==> src/rtl/apb_master_bridge_pkg.sv <==
// Shared definitions for the APB master bridge and related APB masters.
//   - apb_state_e : bridge FSM states (IDLE/SETUP/ACCESS/RESP)
//   - *_DEF       : default address/data widths and wait-state timeout
//   - timer_width : counter width for a given timeout, never below 1 bit
package apb_pkg;

  typedef enum logic [1:0] {
    IDLE   = 2'd0,
    SETUP  = 2'd1,
    ACCESS = 2'd2,
    RESP   = 2'd3
  } apb_state_e;

  localparam int ADDR_W_DEF  = 8;
  localparam int DATA_W_DEF  = 8;
  localparam int TIMEOUT_DEF = 16;

  // Width needed to count 0..timeout; a disabled timeout (0) still gets 1 bit.
  function automatic int timer_width(input int timeout);
    return (timeout < 1) ? 1 : $clog2(timeout + 1);
  endfunction

endpackage

==> src/rtl/apb_master_bridge_wait_timer.sv <==
// Wait-state counter shared by APB masters.
//   i_clk     : clock, rising edge
//   i_rst     : synchronous active-high reset
//   i_clr     : clear counter to 0 (wins over i_en)
//   i_en      : increment counter by 1
//   i_limit   : compare value
//   o_expired : counter currently equals i_limit
module apb_wait_timer #(
  parameter int CNT_W = 5
) (
  input  logic             i_clk,
  input  logic             i_rst,
  input  logic             i_clr,
  input  logic             i_en,
  input  logic [CNT_W-1:0] i_limit,
  output logic             o_expired
);

  logic [CNT_W-1:0] r_cnt;

  // Counter register: reset/clear to zero, otherwise count while enabled.
  always_ff @(posedge i_clk) begin
    if (i_rst) begin
      r_cnt <= '0;
    end else if (i_clr) begin
      r_cnt <= '0;
    end else if (i_en) begin
      r_cnt <= r_cnt + CNT_W'(1);
    end else begin
      r_cnt <= r_cnt;
    end
  end

  assign o_expired = (r_cnt == i_limit);

endmodule

==> src/rtl/apb_master_bridge.sv <==
// APB3 requester: converts a valid/ready command stream into APB transfers
// and returns a single-entry response, with an optional wait-state timeout.
//   pclk/preset             : clock, synchronous active-high reset
//   cmd_valid/ready/write/addr/wdata : command channel (cmd_ready = IDLE)
//   rsp_valid/ready/rdata/err        : response channel (held until consumed)
//   psel/penable/pwrite/paddr/pwdata/prdata/pready/pslverr : APB3 bus
module apb_master_bridge
  import apb_pkg::*;
#(
  parameter int ADDR_W  = ADDR_W_DEF,
  parameter int DATA_W  = DATA_W_DEF,
  parameter int TIMEOUT = TIMEOUT_DEF
) (
  input  logic              pclk,
  input  logic              preset,
  input  logic              cmd_valid,
  output logic              cmd_ready,
  input  logic              cmd_write,
  input  logic [ADDR_W-1:0] cmd_addr,
  input  logic [DATA_W-1:0] cmd_wdata,
  output logic              rsp_valid,
  input  logic              rsp_ready,
  output logic [DATA_W-1:0] rsp_rdata,
  output logic              rsp_err,
  output logic              psel,
  output logic              penable,
  output logic              pwrite,
  output logic [ADDR_W-1:0] paddr,
  output logic [DATA_W-1:0] pwdata,
  input  logic [DATA_W-1:0] prdata,
  input  logic              pready,
  input  logic              pslverr
);

  localparam int               CNT_W    = timer_width(TIMEOUT);
  localparam bit               TO_EN    = (TIMEOUT != 0);
  // Abort fires on the ACCESS cycle where the count (0-based) hits TIMEOUT-1.
  localparam logic [CNT_W-1:0] TO_LIMIT = TO_EN ? CNT_W'(TIMEOUT - 1) : '0;

  apb_state_e        r_state, w_state_nxt;
  logic              r_psel, w_psel_nxt;
  logic              r_penable, w_penable_nxt;
  logic              r_pwrite, w_pwrite_nxt;
  logic [ADDR_W-1:0] r_paddr, w_paddr_nxt;
  logic [DATA_W-1:0] r_pwdata, w_pwdata_nxt;
  logic              r_rsp_valid, w_rsp_valid_nxt;
  logic [DATA_W-1:0] r_rsp_rdata, w_rsp_rdata_nxt;
  logic              r_rsp_err, w_rsp_err_nxt;

  logic w_tmr_clr;
  logic w_tmr_en;
  logic w_tmr_expired;
  logic w_timeout;

  // Clear on accept (entry to SETUP); count each stalled ACCESS cycle.
  assign w_tmr_clr = (r_state == IDLE) && cmd_valid;
  assign w_tmr_en  = (r_state == ACCESS) && !pready;
  assign w_timeout = TO_EN && w_tmr_expired;

  apb_wait_timer #(
    .CNT_W (CNT_W)
  ) u_wait_timer (
    .i_clk     (pclk),
    .i_rst     (preset),
    .i_clr     (w_tmr_clr),
    .i_en      (w_tmr_en),
    .i_limit   (TO_LIMIT),
    .o_expired (w_tmr_expired)
  );

  // Next-state and next-output logic; every register holds by default.
  always_comb begin
    w_state_nxt     = r_state;
    w_psel_nxt      = r_psel;
    w_penable_nxt   = r_penable;
    w_pwrite_nxt    = r_pwrite;
    w_paddr_nxt     = r_paddr;
    w_pwdata_nxt    = r_pwdata;
    w_rsp_valid_nxt = r_rsp_valid;
    w_rsp_rdata_nxt = r_rsp_rdata;
    w_rsp_err_nxt   = r_rsp_err;
    case (r_state)
      IDLE: begin
        if (cmd_valid) begin
          w_pwrite_nxt  = cmd_write;
          w_paddr_nxt   = cmd_addr;
          // Reads leave the previous write data on pwdata.
          w_pwdata_nxt  = cmd_write ? cmd_wdata : r_pwdata;
          w_psel_nxt    = 1'b1;
          w_penable_nxt = 1'b0;
          w_state_nxt   = SETUP;
        end else begin
          w_state_nxt   = IDLE;
        end
      end
      SETUP: begin
        w_penable_nxt = 1'b1;
        w_state_nxt   = ACCESS;
      end
      ACCESS: begin
        // A ready slave on the limit cycle completes normally.
        if (pready) begin
          w_rsp_err_nxt   = pslverr;
          w_rsp_rdata_nxt = r_pwrite ? '0 : prdata;
          w_psel_nxt      = 1'b0;
          w_penable_nxt   = 1'b0;
          w_rsp_valid_nxt = 1'b1;
          w_state_nxt     = RESP;
        end else if (w_timeout) begin
          w_rsp_err_nxt   = 1'b1;
          w_rsp_rdata_nxt = '0;
          w_psel_nxt      = 1'b0;
          w_penable_nxt   = 1'b0;
          w_rsp_valid_nxt = 1'b1;
          w_state_nxt     = RESP;
        end else begin
          w_state_nxt     = ACCESS;
        end
      end
      RESP: begin
        if (rsp_ready) begin
          w_rsp_valid_nxt = 1'b0;
          w_state_nxt     = IDLE;
        end else begin
          w_state_nxt     = RESP;
        end
      end
      default: begin
        w_psel_nxt      = 1'b0;
        w_penable_nxt   = 1'b0;
        w_rsp_valid_nxt = 1'b0;
        w_state_nxt     = IDLE;
      end
    endcase
  end

  // State and output registers with synchronous reset.
  always_ff @(posedge pclk) begin
    if (preset) begin
      r_state     <= IDLE;
      r_psel      <= 1'b0;
      r_penable   <= 1'b0;
      r_pwrite    <= 1'b0;
      r_paddr     <= '0;
      r_pwdata    <= '0;
      r_rsp_valid <= 1'b0;
      r_rsp_rdata <= '0;
      r_rsp_err   <= 1'b0;
    end else begin
      r_state     <= w_state_nxt;
      r_psel      <= w_psel_nxt;
      r_penable   <= w_penable_nxt;
      r_pwrite    <= w_pwrite_nxt;
      r_paddr     <= w_paddr_nxt;
      r_pwdata    <= w_pwdata_nxt;
      r_rsp_valid <= w_rsp_valid_nxt;
      r_rsp_rdata <= w_rsp_rdata_nxt;
      r_rsp_err   <= w_rsp_err_nxt;
    end
  end

  assign cmd_ready = (r_state == IDLE);
  assign psel      = r_psel;
  assign penable   = r_penable;
  assign pwrite    = r_pwrite;
  assign paddr     = r_paddr;
  assign pwdata    = r_pwdata;
  assign rsp_valid = r_rsp_valid;
  assign rsp_rdata = r_rsp_rdata;
  assign rsp_err   = r_rsp_err;

endmodule
==> config.mk <==
export PLATFORM = sky130hd
export DESIGN_NAME = apb_master_bridge
export DESIGN_NICKNAME = d
export VERILOG_FILES = /design/src/rtl/apb_master_bridge_pkg.sv /design/src/rtl/apb_master_bridge_wait_timer.sv /design/src/rtl/apb_master_bridge.sv
export SDC_FILE = /design/constraint.sdc
export NUM_CORES = 1
export LEC_CHECK = 0
export CAP_MARGIN = 20
export CORE_UTILIZATION = 30
export DETAILED_ROUTE_END_ITERATION = 8
export GPL_TIMING_DRIVEN = 0
export PLACE_DENSITY_LB_ADDON = 0.2
export SETUP_SLACK_MARGIN = 0.05
export SLEW_MARGIN = 20
export SYNTH_ARGS = -nofsm -noshare
export SYNTH_HDL_FRONTEND = slang
export SYNTH_SLANG_ARGS = --single-unit
export TNS_END_PERCENT = 1
==> constraint.sdc <==
create_clock -name pclk -period 1.7 [get_ports pclk]
set_input_delay 0.34 -clock pclk [delete_from_list [all_inputs] [get_ports pclk]]
set_output_delay 0.34 -clock pclk [all_outputs]
set_load 0.03 [all_outputs]
==> metrics.txt <==
# TYPE chip_impl_metric gauge
chip_impl_metric{name="async_flop_share",unit="%"} 0
chip_impl_metric{name="grt_overflow_total",unit=""} 0
chip_impl_metric{name="finalSetupTns",unit="ns"} 0
chip_impl_metric{name="placed_area",unit="mm²"} 0.002047
chip_impl_metric{name="vias_per_cell",unit=""} 4.702
chip_impl_metric{name="critPathArrivalTime",unit="ns"} 1.30
chip_impl_metric{name="core_area",unit="mm²"} 0.004414
chip_impl_metric{name="power.clock.fraction",unit="%"} 29.9
chip_impl_metric{name="final_net_count",unit=""} 239
chip_impl_metric{name="die_area",unit="mm²"} 0.004914
chip_impl_metric{name="switchingPower",unit="µW"} 519.2
chip_impl_metric{name="slew_viol_final",unit=""} 0
chip_impl_metric{name="synth_fp_nets",unit=""} 172
chip_impl_metric{name="finalInstanceArea",unit="mm²"} 0.002157
chip_impl_metric{name="max_vdd_drop",unit="mV"} 0.4452
chip_impl_metric{name="worst-path-max-fanout",unit=""} 2
chip_impl_info{name="crit_type",value="reg -> out"} 1
chip_impl_metric{name="grt_pass1_wl",unit="µm"} 5616
chip_impl_metric{name="layout_worst_path_cycle_share",unit="%"} 96.44
chip_impl_metric{name="yosys-mux-area-fraction",unit="%"} 5.755
chip_impl_info{name="crit_path_cell_trace",value="clkdlybuf4s50_1"} 1
chip_impl_metric{name="clock_pin_transition_on_the_worst_setup_and_hold_timing_paths",unit="ns"} 0.07
chip_impl_metric{name="min_path_cells",unit=""} 2
chip_impl_metric{name="netlist-cell-type-count",unit=""} 34
chip_impl_metric{name="grt_pass1_vias",unit=""} 1247
chip_impl_metric{name="critical_path.max_stage_delay",unit="ns"} 0.68
chip_impl_metric{name="synth_xor_xnor_area_share",unit="%"} 1.259
chip_impl_metric{name="drc",unit=""} 0
chip_impl_metric{name="grt_antenna_before_repair",unit=""} 0
chip_impl_metric{name="max-cap-violations",unit=""} 0
chip_impl_info{name="synthDominantAreaCellType",value="sky130_fd_sc_hd__dfxtp_1"} 1
chip_impl_metric{name="worst_slew_margin_rel",unit="%"} 68.06
chip_impl_metric{name="route.vias.total",unit=""} 1213
chip_impl_info{name="tritoncts",value="done"} 1
chip_impl_metric{name="p_sw_share",unit="%"} 27.67
chip_impl_metric{name="starting_density",unit="%"} 31.52
chip_impl_metric{name="power_report.internal_total",unit="µW"} 1357
chip_impl_metric{name="fin_worst_hold_slack",unit="ns"} 0.4535
chip_impl_info{name="yosys_most_used_dff",value="sky130_fd_sc_hd__dfxtp_1"} 1
chip_impl_metric{name="number_of_filler_cells_placed_in_the_layout",unit=""} 408
chip_impl_metric{name="port-buffer-count",unit=""} 59
chip_impl_metric{name="cp_data_required_time",unit="ns"} 1.36
chip_impl_metric{name="cts_made_buffers",unit=""} 5
chip_impl_metric{name="final_setup_violation_count",unit=""} 0
chip_impl_metric{name="gpl.final_weighted_congestion",unit=""} 0.7478
chip_impl_info{name="clockRootBuffer",value="sky130_fd_sc_hd__clkbuf_8"} 1
chip_impl_metric{name="register_area_share_after_synthesis",unit="%"} 51.80
chip_impl_metric{name="critical_path_buf_inv_count",unit=""} 1
chip_impl_metric{name="synth-compound-area-share",unit="%"} 14.21
chip_impl_metric{name="synth_fa_ha_area_share",unit="%"} 1.799
chip_impl_info{name="end_point_of_the_worst_hold_path",value="paddr[6]"} 1
chip_impl_metric{name="worst_slew_pin_slew",unit="ns"} 0.4771
chip_impl_info{name="outcome",value="complete, no violations"} 1
chip_impl_info{name="hp-class",value="reg -> reg"} 1
chip_impl_info{name="rr_endpoint",value="rsp_rdata[0]"} 1
chip_impl_metric{name="syn_area_per_cell",unit="µm²"} 10.01
chip_impl_metric{name="std_cell_rows",unit=""} 24
chip_impl_metric{name="area_growth_syn_to_layout",unit="%"} 55.04
chip_impl_info{name="synth_top_family_by_area",value="simple AND/OR/NAND/NOR gates"} 1
chip_impl_metric{name="instances_no_fill",unit=""} 258
chip_impl_metric{name="n_antenna_cell",unit=""} 0
chip_impl_metric{name="place_hpwl",unit="µm"} 2537
chip_impl_metric{name="insertion_delay",unit="ns"} 0.29
chip_impl_metric{name="final_antenna_net_count",unit=""} 0
chip_impl_info{name="timing.critical_path.from_type",value="register"} 1
chip_impl_metric{name="synthesis.instances",unit=""} 139
chip_impl_metric{name="layout_cell_share_with_drive_strength_beyond_1",unit="%"} 12.62
chip_impl_metric{name="finalHoldViolCount",unit=""} 0
chip_impl_metric{name="sequentialPowerShare",unit="%"} 48.8
chip_impl_metric{name="dp_cells",unit=""} 250
chip_impl_info{name="post-synth-top-count-cell",value="sky130_fd_sc_hd__dfxtp_1"} 1
chip_impl_metric{name="final-seq-area",unit="µm²"} 721.9
chip_impl_metric{name="syn_area",unit="mm²"} 0.001391
chip_impl_info{name="regToRegStartpoint",value="u_wait_timer.r_cnt[0]"} 1
chip_impl_metric{name="synth-simple-area-share",unit="%"} 21.58
chip_impl_metric{name="synth_warnings",unit=""} 0
chip_impl_metric{name="synth.ff_latch_count",unit=""} 36
chip_impl_info{name="cp_top_family",value="buffers and inverters"} 1
chip_impl_metric{name="power_leakage",unit="µW"} 0.0008360
chip_impl_info{name="synth_common_cells",value="sky130_fd_sc_hd__dfxtp_1, sky130_fd_sc_hd__nand2_1, sky130_fd_sc_hd__a21oi_1, sky130_fd_sc_hd__nor2_1"} 1
chip_impl_info{name="hp-start",value="paddr[6]"} 1
chip_impl_metric{name="area_used_by_multi_input_combinational_logic",unit="µm²"} 650.6
chip_impl_metric{name="drt_pre_antenna_iters",unit=""} 4
chip_impl_info{name="worst_path_max_delay_cell",value="sky130_fd_sc_hd__clkdlybuf4s50_1"} 1
chip_impl_metric{name="cts_sinks",unit=""} 36
chip_impl_metric{name="preCtsSetupSlack",unit="ns"} -0.2298
chip_impl_metric{name="detail_route.iter0.violations",unit=""} 21
chip_impl_metric{name="post-route-worst-setup-slack",unit="ns"} 0.06050
chip_impl_metric{name="avgRoutedWirePerCell",unit="µm"} 13.14
chip_impl_metric{name="totalWireLength",unit="µm"} 3391
chip_impl_metric{name="groute.usage.overall",unit="%"} 14.73
chip_impl_metric{name="io-pin-count",unit=""} 61
chip_impl_metric{name="max_clock_freq",unit="MHz"} 609.9
chip_impl_info{name="worstSetupEndpointType",value="output port"} 1
chip_impl_metric{name="h-tree-depth",unit=""} 2
chip_impl_metric{name="worst-r2r-setup-slack",unit="ns"} 0.10
chip_impl_metric{name="power_density",unit="mW/mm²"} 869.9
chip_impl_metric{name="max-clock-path-buffers",unit=""} 2
chip_impl_info{name="yosys-top-cells-area",value="sky130_fd_sc_hd__dfxtp_1, sky130_fd_sc_hd__mux2i_1, sky130_fd_sc_hd__a21oi_1"} 1
chip_impl_metric{name="power.share.combinational",unit="%"} 21.3
chip_impl_metric{name="die_h",unit="µm"} 70.10
chip_impl_metric{name="synth_enable_flop_cells",unit=""} 0
chip_impl_metric{name="post-route-min-period",unit="ns"} 1.640
chip_impl_info{name="rsz0062_at_grt",value="yes"} 1
chip_impl_metric{name="timing.clock.skew",unit="ns"} 0.005952
chip_impl_metric{name="pin_count_of_the_biggest_net_entering_global_routing",unit=""} 11
chip_impl_metric{name="ff2ff_path_depth",unit=""} 6
chip_impl_metric{name="die_x",unit="µm"} 70.10
chip_impl_metric{name="synth_largest_type_area_fraction",unit="%"} 51.80
## registers in the layout, summed over array words and instances (netlist names)
| signal | cells |
|---|---|
| paddr | 8 |
| psel | 1 |
| pwdata | 8 |
| penable | 1 |
| u_wait_timer.r_cnt | 5 |
| rsp_err | 1 |
| rsp_valid | 1 |
| r_state | 2 |
| pwrite | 1 |
| rsp_rdata | 8 |
## cell type report
| type | count | area share, % |
|---|---|---|
| Multi-Input combinational cell | 94 | 30.16 |
| Clock buffer | 6 | 3.364 |
| Timing Repair Buffer | 60 | 27.44 |
| Sequential cell | 36 | 33.47 |
| Inverter | 2 | 0.3480 |
| Buffer | 7 | 1.972 |
| Tap cell | 52 | 3.016 |
| Clock inverter | 1 | 0.2320 |
## metal layers
layer / wire length, µm / track usage [%]
met3: 175 / 5.916
met4: 51 / 5.556
met2: 1781 / 26.18
met5: 0 / 0
met1: 1383 / 15.51
## cell families after synthesis
family / after synthesis
multiplexers: 8
buffers and inverters: 9
AND/OR/NAND/NOR: 52
AO/OA/AOI/OAI: 30
adder cells (fa/ha/maj): 2
XOR/XNOR: 2
flip-flops: 36
## worst max-delay path by stage
stage,startpoint,endpoint,slack (ns),cells after the start
finish,pwdata[4],pwdata[4],0.06,1
global route,u_wait_timer.r_cnt[0],rsp_rdata[3],0.009,6
CTS,rsp_rdata[3],rsp_rdata[3],0.05,1
detailed placement,pready,rsp_rdata[0],-0.23,4
global placement,pready,rsp_rdata[2],-0.20,4
floorplan,u_wait_timer.r_cnt[0],rsp_rdata[0],0.05,6
## power groups by stage
stage                     clock network, µW  registers (µW)  logic [µW]
after CTS                               583             916         402
after global routing                    623             922         429
after detailed placement                  0             935         406
final                                   562             915         400
after global placement                    0             933         402
after floorplan                           0            1010         144
## placed cells by master, fill, tap and decap left out, drive strengths merged, types with 3 or more instances in the layout
cell / count
clkdlybuf4s50: 49
dfxtp: 36
nand2: 18
a21oi: 16
nor2: 14
clkbuf: 9
mux2i: 8
a22o: 8
dlygate4sd2: 8
buf: 5
nand2b: 4
nor3b: 3
## through the flow
step,total power [µW],util [%]
after floorplan,1153,-
after global placement,1334,46.37
after detailed placement,1340,46.37
after CTS,1901,48.24
after global routing,1974,48.87
final,1876,48.87
## repair_timing
item                       4_1_cts  5_1_grt
gates resized for setup         15        4
cloned                           0        0
pin swaps                        5        4
setup buffers                    0        1
setup endpoints to repair       17       30
hold buffers                     0        0
No activity file was read; power rests on OpenSTA's default activity.
